--- config.mk ---
export PLATFORM = sky130hd
export DESIGN_NAME = mips_io_ports
export DESIGN_NICKNAME = d
export VERILOG_FILES = /design/src/rtl/mips_io_ports.sv
export SDC_FILE = /design/constraint.sdc
export NUM_CORES = 1
export LEC_CHECK = 0
export CAP_MARGIN = 40
export CORE_MARGIN = 2
export CORE_UTILIZATION = 44
export CTS_CLUSTER_DIAMETER = 150
export DETAILED_ROUTE_END_ITERATION = 12
export PLACE_DENSITY = 0.79
export SLEW_MARGIN = 20
export SYNTH_ARGS = -nofsm -noshare
export SYNTH_HDL_FRONTEND = slang
export SYNTH_SLANG_ARGS = --single-unit
--- constraint.sdc ---
create_clock -name clk -period 4.2 [get_ports clk]
set_input_delay 1.05 -clock clk [delete_from_list [all_inputs] [get_ports clk]]
set_output_delay 1.05 -clock clk [all_outputs]
set_load 0.02 [all_outputs]
--- src/rtl/mips_io_ports.sv ---
// Memory-mapped I/O port block: OUT/IN channel registers, change-status flags
// with write-one-to-clear, and an optional masked interrupt (macro IO_IRQ_EN).
module mips_io_ports #(
  parameter int unsigned NUM_PORTS = 4,
  parameter int unsigned IN_WIDTH  = 8,
  parameter logic [31:0] BASE_ADDR = 32'h1001_0000
) (
  input  logic                          clk,
  input  logic                          reset,
  input  logic                          MemWrite,
  input  logic                          MemRead,
  input  logic [31:0]                   Address,
  input  logic [31:0]                   WriteData,
  output logic [31:0]                   ReadData,
  output logic                          Select,
  input  logic [NUM_PORTS*IN_WIDTH-1:0] PortIn,
  output logic [NUM_PORTS*32-1:0]       PortOut,
  output logic                          Irq
);

  localparam int unsigned IDX_W      = 3;
  localparam logic [31:0] OFF_STATUS = 32'h0000_0040;
  localparam logic [31:0] OFF_MASK   = 32'h0000_0044;

  logic [31:0]          w_off;
  logic [IDX_W-1:0]     w_idx;
  logic                 w_aligned;
  logic                 w_idx_ok;
  logic                 w_is_out;
  logic                 w_is_in;
  logic                 w_is_status;
  logic                 w_is_mask;
  logic [NUM_PORTS-1:0] w_set;
  logic [NUM_PORTS-1:0] w_clr;
  logic [31:0]          w_rdata;

  logic [31:0]          r_out    [NUM_PORTS];
  logic [IN_WIDTH-1:0]  r_s0     [NUM_PORTS];
  logic [IN_WIDTH-1:0]  r_s1     [NUM_PORTS];
  logic [IN_WIDTH-1:0]  r_cap    [NUM_PORTS];
  logic [NUM_PORTS-1:0] r_status;

  // Address decode relative to the window base; misaligned offsets never hit
  assign w_off       = Address - BASE_ADDR;
  assign w_idx       = w_off[4:2];
  assign w_aligned   = (w_off[1:0] == 2'b00);
  assign w_idx_ok    = (32'(w_idx) < NUM_PORTS);
  assign w_is_out    = (w_off[31:5] == 27'd0) && w_aligned && w_idx_ok;
  assign w_is_in     = (w_off[31:5] == 27'd1) && w_aligned && w_idx_ok;
  assign w_is_status = (w_off == OFF_STATUS);
  assign w_is_mask   = (w_off == OFF_MASK);
  assign Select      = w_is_out | w_is_in | w_is_status | w_is_mask;

  // Change detect against the captured value; clear mask from a STATUS write
  always_comb begin
    w_set = '0;
    w_clr = '0;
    for (int unsigned i = 0; i < NUM_PORTS; i++) begin
      w_set[i] = (r_s1[i] != r_cap[i]);
    end
    if (MemWrite && w_is_status) begin
      w_clr = WriteData[NUM_PORTS-1:0];
    end
  end

  // Input synchronizers, capture registers and sticky status (set beats clear)
  always_ff @(posedge clk) begin
    if (reset) begin
      for (int unsigned i = 0; i < NUM_PORTS; i++) begin
        r_s0[i]  <= '0;
        r_s1[i]  <= '0;
        r_cap[i] <= '0;
      end
      r_status <= '0;
    end else begin
      for (int unsigned i = 0; i < NUM_PORTS; i++) begin
        r_s0[i]  <= PortIn[i*IN_WIDTH +: IN_WIDTH];
        r_s1[i]  <= r_s0[i];
        r_cap[i] <= r_s1[i];
      end
      r_status <= (r_status & ~w_clr) | w_set;
    end
  end

  // Output channel registers
  always_ff @(posedge clk) begin
    if (reset) begin
      for (int unsigned i = 0; i < NUM_PORTS; i++) begin
        r_out[i] <= '0;
      end
    end else if (MemWrite && w_is_out) begin
      for (int unsigned i = 0; i < NUM_PORTS; i++) begin
        if (w_idx == IDX_W'(i)) begin
          r_out[i] <= WriteData;
        end
      end
    end
  end

  for (genvar g = 0; g < int'(NUM_PORTS); g++) begin : g_port_out
    assign PortOut[g*32 +: 32] = r_out[g];
  end

`ifdef IO_IRQ_EN
  logic [NUM_PORTS-1:0] r_mask;
  logic                 r_irq;

  // Interrupt mask and registered level interrupt
  always_ff @(posedge clk) begin
    if (reset) begin
      r_mask <= '0;
      r_irq  <= 1'b0;
    end else begin
      if (MemWrite && w_is_mask) begin
        r_mask <= WriteData[NUM_PORTS-1:0];
      end
      r_irq <= |(r_status & r_mask);
    end
  end

  assign Irq = r_irq;
`else
  assign Irq = 1'b0;
`endif

  // Combinational read mux; returns the pre-edge value on read+write
  always_comb begin
    w_rdata = 32'h0;
    if (MemRead && Select) begin
      for (int unsigned i = 0; i < NUM_PORTS; i++) begin
        if (w_is_out && (w_idx == IDX_W'(i))) begin
          w_rdata = r_out[i];
        end
        if (w_is_in && (w_idx == IDX_W'(i))) begin
          w_rdata = 32'(r_cap[i]);
        end
      end
      if (w_is_status) begin
        w_rdata = 32'(r_status);
      end
`ifdef IO_IRQ_EN
      if (w_is_mask) begin
        w_rdata = 32'(r_mask);
      end
`endif
    end
  end

  assign ReadData = w_rdata;

endmodule

# Word-level counts from Yosys, hierarchy flattened
# Memory sizes are Yosys's and may differ from the RTL's.
# Index checks and enable logic that the tools add are counted.
# Widths: inputs -> output; s select.
[classes]
n_addsub = 1
order_cmp = 1
n_eq_ne = 10
n_mux = 46
n_bitwise = 22
n_reduce_logical = 18
[ops]
columns = ["op", "count"]
rows = [
  ["$mux 32", 14],
  ["$mux 8", 12],
  ["$eq 32x7->1 const B", 2],
  ["$ne 8x8->1", 4],
  ["$sub 32x29->32 const B", 1],
  ["$eq 27x1->1 const B", 1],
  ["$logic_not 27->1", 1],
  ["$mux 1", 19],
  ["$or 1x1->1", 19],
  ["$logic_and 1x1->1", 15],
  ["$eq 3x2->1 const B", 2],
  ["$and 4x4->4", 1],
  ["$mux 4", 1],
  ["$not 4->4", 1],
  ["$or 4x4->4", 1],
  ["$eq 3x1->1 const B", 1],
  ["$logic_not 3->1", 1],
  ["$lt 3x3->1 const B", 1],
  ["$logic_not 2->1", 1],
]
[word_totals]
reg_bits = 4
ramBits = 224
input_bits = 100
out_inout_bits = 162
wordCells = 103
memories = 4
[memory_table]
columns = ["name", "words", "width", "read_ports", "rd_ports_with_merged_regs", "write_ports", "line", "source"]
rows = [
  ["r_out", 4, 32, 4, 0, 4, "37", "logic [31:0] r_out [NUM_PORTS];"],
  ["r_cap", 4, 8, 4, 0, 4, "40", "logic [IN_WIDTH-1:0] r_cap [NUM_PORTS];"],
  ["r_s0", 4, 8, 4, 0, 4, "38", "logic [IN_WIDTH-1:0] r_s0 [NUM_PORTS];"],
  ["r_s1", 4, 8, 4, 0, 4, "39", "logic [IN_WIDTH-1:0] r_s1 [NUM_PORTS];"],
]

# Logic depth before layout (Yosys ltp)
# Gate-level depths: netlist (run 1).
[logic_depth]
word_depth = 15
ltp_mapped = 9
ltp_nobuf = 7

# Least setup slack after synthesis (run 1)
# Ideal clock, no wire load.
[synth_path]
kind = "input to output"
start = "input port Address[17]"
end = "output port ReadData[0]"
t_arrival_ps = 3274
required_ps = 3150
slack_ps = -124
cell_stages = 8
n_path_buf = 1
cell_sequence = "inv_1 > ha_1 > and3b_1 > clkbuf_1 > nand2_1 > o22ai_1 > a211oi_1 > a2111oi_0"
[synth_via]
elab_chain_cells = 15
elab_cells_between_ends = 31
cone_classes = "add/sub (1); eq/ne (3); mux (10); bitwise (3); reduce/logical (14)"
[synth_rtl]
columns = ["item", "line", "source"]
rows = [
  ["start, declared", "12", "input logic [31:0] Address,"],
  ["$sub 32x29->32 *", "44", "assign w_off = Address - BASE_ADDR;"],
  ["$logic_not 27->1", "48", "assign w_is_out = (w_off[31:5] == 27'd0) && w_aligned && w_idx_ok;"],
  ["$logic_and 1x1->1 (2 in series)", "48", ""],
  ["$logic_and 1x1->1", "131", "if (w_is_out && (w_idx == IDX_W'(i))) begin"],
  ["$mux 32", "131", ""],
  ["$mux 32", "134", "if (w_is_in && (w_idx == IDX_W'(i))) begin"],
  ["$mux 32", "131", ""],
  ["$mux 32", "134", ""],
  ["$mux 32", "131", ""],
  ["$mux 32", "134", ""],
  ["$mux 32", "131", ""],
  ["$mux 32", "134", ""],
  ["$mux 32", "138", "if (w_is_status) begin"],
  ["$mux 32 *", "129", "if (MemRead && Select) begin"],
  ["end, declared", "14", "output logic [31:0] ReadData,"],
]
# Every way passes the cells marked *; elsewhere a longest branch is shown, timed or not.

# Final worst setup path (run 1)
[layout_path]
start = "input port Address[14]"
end = "output port ReadData[5]"
# The elaborated chain is that of the path after synthesis.

==> impl_results.md, run 1 <==
- Outcome: complete, but fails checks
- Failing checks: setup timing
- Power per cell area: 369.8 mW/mm²
- TritonCTS Buffers: 24
- Fin util: 0.6554
- Vias in the first global route: 7893
- Number of cell rows: 54
- Gate power share: 0.127
- Hold-fix buffers, CTS: 0
- Crit path cell chain: dlygate4sd2_1, nor4_2, nand4_1, a211o_4, or4_4, a311oi_4, buf_6
- IO Port Bufs: 260
- Max Cap Viol: 0
- Antenna Cells: 0
- CP max stage cell: or4_4
- Gr usage total: 0.2470
- CTS Buffer Depth: 3
- Final setup margin: -0.02381 ns
- Clock group share of total power: 0.397
- CTS tree: built
- Detailed placement HPWL: 20.48 mm
- Metal-1 WL: 12.15 mm
- Place WS: -1.074 ns
- Core Box Area: 0.02189 mm²
- Routed via count: 7985
- Asr flop ratio synth: 0
- Switch share: 0.2374
- Layout Nets: 1248
- Seq/Total Area, Yosys: 0.5943
- Share of post-route cells with drive strength above 1: 0.2156
- Critical Path Stages: 7
- Final Hold Vio Count: 0
- Worst slew pin tran: 0.7583 ns
- Final period util: 1.006
- Top layer in use: met4
- CTS Root Cell: clkbuf_16
- P&R area growth vs syn: 45.86%
- Number of flops mapped to enable cells by yosys: 128
- GPL Wtd Cong: 0.9432
- WS Path Type: input pin to output port
- Mapped Cells: 837
- Commonest non-fill, non-tap cell in the layout: clkdlybuf4s50_1
- Chip height: 153.5 µm
- Clock Skew: 0.007855 ns
- CP required: 3.15 ns
- Initial Util: 0.4493
- Die X: 153.5 µm
- Ys Warns: 0
- P_sw: 0.001260 W
- Slowest cell delay on critical path: 0.50 ns
- Crit Path Max Fanout: 5
- DRC Markers: 0
- Distinct cells, synth: 57
- Pint: 0.004045 W
- Met3 WL post-DR: 2.638 mm
- Synthesized area per cell: 11.75 µm²
- Synthesized area: 0.009836 mm²
- Worst Setup Start Kind: input pin
- Filler cell count: 1656
- Iter 0 DRT Violations: 730
- Largest net degree at the start of global routing: 75
- Hold path depth: 1
- Hold crit path type: register to register
- Post-DRT Antenna Nets: 0
- Most frequent cells in the layout: clkdlybuf4s50_1 (197), nor3_1 (135), edfxtp_1 (128)
- Worst-Skew Late Latency: 0.52 ns
- CP bufs+invs: 2
- Vias/cell: 5.530
- DR pass1 iterations: 5
- Grt total ovfl: 0
- Ys flop type: edfxtp_1
- Clk slew on worst S/H paths: 0.06 ns
- WP data arrival: 3.17 ns
- Finished Cell Area: 0.01435 mm²
- CTS sink cnt: 228
- Sequential share of power: 0.475
- CP Capture Type: output port
- Drt wl/cell: 21.05 µm
- Boundary pin count: 262
- Leakage: 5.263 nW
- Pins Over Slew Limit: 0
- Post-synthesis register bit count: 228
- Post-synth net total: 939
- Fin crit period: 4.224 ns
- DRT Wirelength: 30.40 mm
- RSZ-0062 raised after global routing: yes
- VDD IR-drop max: 259.8 µV
- Met2 routed wirelength: 14.78 mm
- Final setup fails: 1
- Worst path top cell family by delay: simple AND/OR/NAND/NOR gates
- Die Area: 0.02357 mm²
- Peak Freq: 236.8 MHz
- Setup_tns: -0.02381 ns
- Worst r2r path cells: 3
- Initial antenna violation count: 0
- H-tree depth: 1
- Rel. slew slack: 0.4944
- Placed inst area: 0.01325 mm²
- First-pass GRT wire length: 45.50 mm
-- final timing paths --
kind,startpoint,endpoint,slack [ns]
max,Address[14],ReadData[5],-0.02
min,r_s0[1][7]$_SDFF_PP0_,r_s1[1][7]$_SDFF_PP0_,0.43
max reg2reg,r_cap[1][2]$_SDFF_PP0_,r_status[1]$_SDFF_PP0_,2.95
min reg2reg,r_s0[1][7]$_SDFF_PP0_,r_s1[1][7]$_SDFF_PP0_,0.43
-- cells in the mapped netlist (2+ instances only) --
cell type	number	area share
nand3_1	4	0.0020
nor2b_1	124	0.079
nor4_2	2	0.0025
o22ai_1	6	0.0038
nor2_1	17	0.0065
o31ai_1	2	0.0015
a31oi_1	9	0.0057
and3b_1	2	0.0018
buf_1	6	0.0023
a211oi_1	5	0.0038
ha_1	2	0.0025
edfxtp_1	128	0.39
nand2_1	41	0.016
a2bb2oi_1	3	0.0027
inv_1	39	0.015
nand4_1	12	0.0076
buf_2	12	0.0061
nand2b_1	5	0.0032
nand4b_1	2	0.0018
xor2_1	32	0.028
nor4_1	13	0.0083
o21bai_1	3	0.0023
nor3_1	135	0.069
o21ai_0	6	0.0031
or3_1	5	0.0032
clkbuf_1	43	0.016
or4_1	3	0.0023
o41ai_1	4	0.0036
a311oi_1	3	0.0027
a21oi_1	6	0.0031
dfxtp_1	100	0.20
a22oi_1	4	0.0031
mux4_2	31	0.071
and2_1	2	0.0013
a2111oi_0	4	0.0036
-- final cells by class --
| cell class | count | area (µm²) | share of cell area |
|---|---|---|---|
| Sequential cell | 228 | 5846 | 0.4075 |
| Inverter | 39 | 146.4 | 0.01020 |
| Clock inverter | 15 | 138.9 | 0.009681 |
| Clock buffer | 29 | 660.6 | 0.04605 |
| Tap cell | 280 | 350.3 | 0.02442 |
| Multi-Input combinational cell | 509 | 3944 | 0.2749 |
| Timing Repair Buffer | 344 | 3261 | 0.2273 |
-- state kept, by name, summed over array words and instances (netlist names) --
register	cells
r_out	128
r_cap	32
r_status	4
r_s0	32
r_s1	32
-- power groups by stage --
stage	clock network [W]	logic (W)	registers (W)
4_1_cts	0.00213	0.000664	0.00252
2_1_floorplan	0	0.000223	0.00263
5_1_grt	0.00223	0.000712	0.00253
3_5_place_dp	0	0.000652	0.00257
6_report	0.00211	0.000676	0.00252
3_3_place_gp	0	0.000643	0.00256
-- through the flow --
stage                     cells  hold WS (ns)  power, W
after CTS                  1440        0.4386  0.005320
after global placement     1388        0.4175  0.003208
after floorplan             837        0.4138  0.002855
after global routing       1444        0.4506  0.005475
final                      1444        0.4305  0.005305
after detailed placement   1389        0.4241  0.003221
-- routing by layer --
| metal | GRT usage | vias up |
|---|---|---|
| li1 | - | 3658 |
| met1 | 0.3245 | 3849 |
| met2 | 0.4201 | 415 |
| met3 | 0.04453 | 63 |
| met4 | 0.07427 | 0 |
| met5 | 0 | - |
-- worst register-to-register path, stage by stage (launching register included) --
cell and delay (ns):
dfxtp_1 0.34, xor2_1 0.16, nor4_1 0.46, a31oi_1 0.14
-- cell families after synthesis --
logic type               Yosys count  synth area share
AND/OR/NAND/NOR                  376            0.2122
buffers and inverters            101           0.04045
other                              1         0.0003813
flip-flops                       228            0.5943
adder cells (fa/ha/maj)            2          0.002544
XOR/XNOR                          32           0.02850
multiplexers                      33           0.07315
AO/OA/AOI/OAI                     64           0.04847
-- repair_timing --
item | 4_1_cts | 5_1_grt
cloned | 1 | 1
setup buffers | 7 | 3
resized for setup | 194 | 51
setup endpoints to repair | 33 | 32
pin swaps | 26 | 18
(Power assumes the default switching activity.)
==> run 2: changes to the inputs <==
--- a/config.mk
+++ b/config.mk
@@ -10,6 +10,7 @@
 export CORE_UTILIZATION = 44
 export CTS_CLUSTER_DIAMETER = 150
 export DETAILED_ROUTE_END_ITERATION = 12
+export MAX_ROUTING_LAYER = met4
 export PLACE_DENSITY = 0.79
 export SLEW_MARGIN = 20
 export SYNTH_ARGS = -nofsm -noshare
==> impl_results.md, run 2 (synthesized netlist as in run 1, its figures left out) <==
- Gate power share: 0.128
- Grt met1 use: 0.3310
- Crit Path Max Fanout: 5
- Initial antenna violation count: 0
- Detailed placement HPWL: 20.52 mm
- Clock Skew: 0.004596 ns
- CTS sink cnt: 228
- CP max stage cell: or3_4
- Largest net degree at the start of global routing: 66
- GPL Wtd Cong: 0.9575
- Switch share: 0.2309
- Hold crit path type: register to register
- Chip height: 153.5 µm
- Clock group share of total power: 0.394
- CP Capture Type: output port
- Final setup fails: 0
- P&R area growth vs syn: 45.66%
- Max Cap Viol: 0
- Grt total ovfl: 0
- VDD IR-drop max: 285.5 µV
- Peak Freq: 238.6 MHz
- Outcome: finished clean
- IO Port Bufs: 260
- Top cell by count, worst path: buf_4
- Rel. slew slack: 0.5509
- Fin util: 0.6544
- Placed insts: 1389
- Post-DRT Antenna Nets: 0
- Final Power: 0.005282 W
- Vias in the first global route: 7993
- Routed via count: 7940
- Initial Util: 0.4493
- Worst-Skew Late Latency: 0.50 ns
- Vias/cell: 5.502
- Die Area: 0.02357 mm²
- Most frequent cells in the layout: clkdlybuf4s50_1 (198), nor3_1 (133), edfxtp_1 (128)
- Boundary pin count: 262
- Die X: 153.5 µm
- Worst R2R Start: r_cap[1][2]$_SDFF_PP0_
- First-pass GRT wire length: 46.08 mm
- Number of cell rows: 54
- Final Hold Vio Count: 0
- DRT Wirelength: 30.28 mm
- CTS Buffer Depth: 3
- WP data arrival: 3.14 ns
- Area of the multi-input gates: 0.003934 mm²
- Commonest non-fill, non-tap cell in the layout: clkdlybuf4s50_1
- Fin crit period: 4.191 ns
- Max FFs per register: 128
- Final period util: 0.9978
- Sequential share of power: 0.477
- Pint: 0.004062 W
- Routing usage on met3: 0.04256
- Filler cell count: 1698
- Pins Over Slew Limit: 0
- Antenna Cells: 0
- Gr usage total: 0.2581
- Worst path top cell family by delay: buffers and inverters
- Layout Nets: 1250
- P_sw: 0.001219 W
- Core Box Area: 0.02189 mm²
- CP bufs+invs: 7
- CTS tree: built
- Worst Setup Start Kind: input pin
- WS Path Type: input pin to output port
- Final setup margin: 0.009160 ns
- Final cell count without fillers: 1443
- H-tree depth: 1
- Drt wl/cell: 20.98 µm
- Reg area: 0.005846 mm²
- Leakage: 5.290 nW
- Worst slew pin tran: 0.6736 ns
- Crit path cell chain: buf_6, buf_4, or3_4, buf_4, a31oi_2, a211o_4, buf_4, nor4_4, buf_6, a2111oi_4, buf_4, buf_4
- Top Usage Layer GRT: met2
- TritonCTS Buffers: 23
- Share of post-route cells with drive strength above 1: 0.2029
- Reg with most FFs: r_out
- Power per cell area: 368.7 mW/mm²
- Setup_tns: 0 ns
- DR pass1 iterations: 5
- Origin of the worst min-delay path: r_s0[3][7]$_SDFF_PP0_
- CTS Root Cell: clkbuf_16
- DRC Markers: 0
- Met2 usage: 0.4235
- Place WS: -1.101 ns
- Worst setup path start: Address[17]
- Clk slew on worst S/H paths: 0.06 ns
- CP required: 3.15 ns
- Slowest cell delay on critical path: 0.40 ns
- Iter 0 DRT Violations: 665
-- run 2: cell types whose count changed in the layout (fill, tap and decap cells not counted), sizes merged, moves of 2 or more --
cell           delta
buf               +3
clkbuf            -3
clkdlybuf4s15     +5
clkinv            -2
clkinvlp          -4
-- run 2: final timing paths --
| path | end | slack [ns] | cells after the start |
|---|---|---|---|
| max | ReadData[0] | 0.009 | 12 |
| max reg2reg | r_status[1]$_SDFF_PP0_ | 2.94 | 3 |
| min reg2reg | r_s1[3][7]$_SDFF_PP0_ | 0.43 | 1 |
| min | r_s1[3][7]$_SDFF_PP0_ | 0.43 | 1 |
-- run 2: timing repair --
item                       in CTS  in global routing
cloned                          1                  0
buffers inserted               10                  5
setup endpoints to repair      33                 31
pin swaps                      22                 21
hold buffers                    0                  0
hold endpoints to repair        0                  0
resized for setup             188                 33
-- run 2: power groups by stage --
stage                     Combinational (W)  Sequential (W)  Clock [W]
after floorplan                    0.000223         0.00263          0
after global placement             0.000646         0.00256          0
after detailed placement           0.000654         0.00257          0
after CTS                          0.000670         0.00252    0.00211
after global routing               0.000714         0.00253    0.00221
final                              0.000677         0.00252    0.00208
-- run 2: layout make-up --
class | instances | share of cell area
Clock buffer | 31 | 0.04524
Tap cell | 280 | 0.02445
Multi-Input combinational cell | 508 | 0.2746
Sequential cell | 228 | 0.4080
Clock inverter | 9 | 0.008210
Timing Repair Buffer | 348 | 0.2293
Inverter | 39 | 0.01022
-- run 2: metrics by stage --
step | hold WS, ns | area [µm²]
2_1_floorplan | 0.4138 | 9873
5_1_grt | 0.4545 | 14330
3_3_place_gp | 0.4194 | 13230
6_report | 0.4340 | 14330
4_1_cts | 0.4348 | 14220
3_5_place_dp | 0.4204 | 13250
-- run 2: per-layer routing --
layer  routed length, µm  part of all wire
met5                   0                 0
met4                 901             0.030
met2               14700              0.49
met3                2579             0.085
met1               12100              0.40
==> run 3: changes to the inputs <==
--- a/config.mk
+++ b/config.mk
@@ -10,6 +10,7 @@
 export CORE_UTILIZATION = 44
 export CTS_CLUSTER_DIAMETER = 150
 export DETAILED_ROUTE_END_ITERATION = 12
+export GPL_TIMING_DRIVEN = 0
 export MAX_ROUTING_LAYER = met4
 export PLACE_DENSITY = 0.79
 export SLEW_MARGIN = 20
==> impl_results.md, run 3 (synthesized netlist as in run 1, its figures left out) <==
- DRC Markers: 0
- VDD IR-drop max: 278.0 µV
- Max FFs per register: 128
- Initial antenna violation count: 1
- Commonest non-fill, non-tap cell in the layout: clkdlybuf4s50_1
- Detailed placement HPWL: 23.14 mm
- Pins Over Slew Limit: 0
- Worst Setup Start Kind: input pin
- Number of cell rows: 54
- Placed inst area: 0.01296 mm²
- Post-DRT Antenna Nets: 0
- Final setup margin: -0.02441 ns
- Filler cell count: 1703
- Final Hold Vio Count: 0
- Clock Skew: 0.007642 ns
- CTS Root Cell: clkbuf_16
- DRT Wirelength: 31.73 mm
- Worst R2R Start: r_cap[1][6]$_SDFF_PP0_
- Layout Nets: 1257
- H-tree depth: 1
- IO Port Bufs: 259
- CP required: 3.15 ns
- Largest net degree at the start of global routing: 22
- Outcome: complete, but fails checks
- Hold crit path type: register to register
- Fin util: 0.6480
- Place WS: -1.440 ns
- Worst setup path end: ReadData[6]
- Clk slew on worst S/H paths: 0.05 ns
- Boundary pin count: 262
- Core Box Area: 0.02189 mm²
- DR pass1 iterations: 5
- Chip height: 153.5 µm
- Crit Path Max Fanout: 5
- CTS tree: built
- Reg-to-reg endpoint: r_status[1]$_SDFF_PP0_
- Drt wl/cell: 21.88 µm
- GPL Wtd Cong: 0.9225
- Hold-fix buffers, CTS: 0
- Rel. slew slack: 0.4609
- Grt total ovfl: 0
- Leakage: 5.200 nW
- Reg with most FFs: r_out
- Worst setup path start: Address[17]
- Final setup fails: 1
- Worst-Skew Late Latency: 0.51 ns
- First-pass GRT wire length: 47.30 mm
- Failing checks: setup timing
- CP Capture Type: output port
- Die Area: 0.02357 mm²
- Gr usage total: 0.2673
- Fin crit period: 4.224 ns
- Reg area: 0.005846 mm²
- RSZ-0062 raised after global routing: yes
- Peak Freq: 236.7 MHz
- P&R area growth vs syn: 44.23%
- CTS sink cnt: 228
- Share of post-route cells with drive strength above 1: 0.1814
- Worst slew pin tran: 0.8065 ns
- TritonCTS Buffers: 24
- Routed via count: 8145
- Vias in the first global route: 8169
- WP data arrival: 3.17 ns
- Vias/cell: 5.617
- Internal reg-to-reg setup slack: 2.94 ns
- Die X: 153.5 µm
- Finished Cell Area: 0.01419 mm²
- WS Path Type: input pin to output port
- Power per cell area: 365.2 mW/mm²
- Max Cap Viol: 0
- Initial Util: 0.4493
- CTS Buffer Depth: 3
- Area of the multi-input gates: 0.003974 mm²
- Most frequent cells in the layout: clkdlybuf4s50_1 (197), nor3_1 (133), edfxtp_1 (128)
- Final period util: 1.006
- Worst r2r path cells: 3
- Iter 0 DRT Violations: 751
run 3: cell count changes in the layout (fill, tap and decap cells not counted), moves of 3 or more:
cell             previous run  this run
dlygate4sd2_1              16        11
buf_8                       1         5
buf_4                      84        35
clkbuf_2                    3        13
clkbuf_1                    6        38
buf_16                      0         3
a211oi_2                    4         1
clkdlybuf4s15_1            10         5
buf_2                      16        29
a211oi_1                    1         4
dlymetal6s2s_1              4         9
buf_12                      8         1
clkbuf_4                    0         6
run 3: critical path, stage by stage:
cell	delay, ns
buf_8	0.09
inv_6	0.03
ha_4	0.15
nor4b_4	0.13
a211o_1	0.33
a211o_4	0.38
or4_4	0.51
a311oi_2	0.30
buf_4	0.20
run 3: worst min path at each step:
stage	start	end	slack, ns	cells after the start
4_1_cts	r_s0[1][3]$_SDFF_PP0_	r_s1[1][3]$_SDFF_PP0_	0.43	1
3_5_place_dp	r_s0[1][3]$_SDFF_PP0_	r_s1[1][3]$_SDFF_PP0_	0.42	1
3_3_place_gp	r_s0[3][0]$_SDFF_PP0_	r_s1[3][0]$_SDFF_PP0_	0.42	1
6_report	r_s0[1][3]$_SDFF_PP0_	r_s1[1][3]$_SDFF_PP0_	0.43	1
2_1_floorplan	r_s0[0][0]$_SDFF_PP0_	r_s1[0][0]$_SDFF_PP0_	0.41	1
5_1_grt	r_s0[3][0]$_SDFF_PP0_	r_s1[3][0]$_SDFF_PP0_	0.45	1
run 3: power by group:
part	switching, W	total (W)	internal [W]	leakage (nW)
logic	0.000341	0.000670	0.000329	2.80
registers	0.0000675	0.00253	0.00246	2.04
clock network	0.000822	0.00198	0.00116	0.359
total	0.00123	0.00518	0.00395	5.20
run 3: through the flow:
stage | std cells | TNS (ns) | hold WS [ns] | total power (W)
5_1_grt | 1450 | -0.1044 | 0.4458 | 0.005317
3_5_place_dp | 1382 | -65.25 | 0.4218 | 0.003204
2_1_floorplan | 837 | -0.1241 | 0.4138 | 0.002855
4_1_cts | 1436 | -0.02722 | 0.4346 | 0.005174
3_3_place_gp | 1376 | -156.62 | 0.4213 | 0.003181
6_report | 1450 | -0.02441 | 0.4317 | 0.005181
run 3: metal layers:
layer  vias up  part of all wire  routed length, µm  track usage
li1       3680                 -                  -            -
met1      3953              0.39              12490       0.3397
met2       459              0.49              15580       0.4453
met3        53             0.093               2941      0.04961
met4         0             0.022                711      0.06772
met5         -                 0                  0            -
run 3: cell type report:
type	instances	share of cell area
Clock buffer	33	0.04692
Tap cell	280	0.02470
Clock inverter	7	0.004410
Timing Repair Buffer	294	0.1994
Multi-Input combinational cell	508	0.2801
Antenna cell	1	0.0001764
Sequential cell	228	0.4121
Inverter	39	0.01085
Buffer	60	0.02134
run 3: repair_timing:
action | in CTS | in global routing
pin swaps | 24 | 15
cloned | 0 | 0
gates resized for setup | 219 | 62
endpoints found under the setup margin | 33 | 33
setup buffers | 16 | 13
endpoints found under the hold margin | 0 | 0
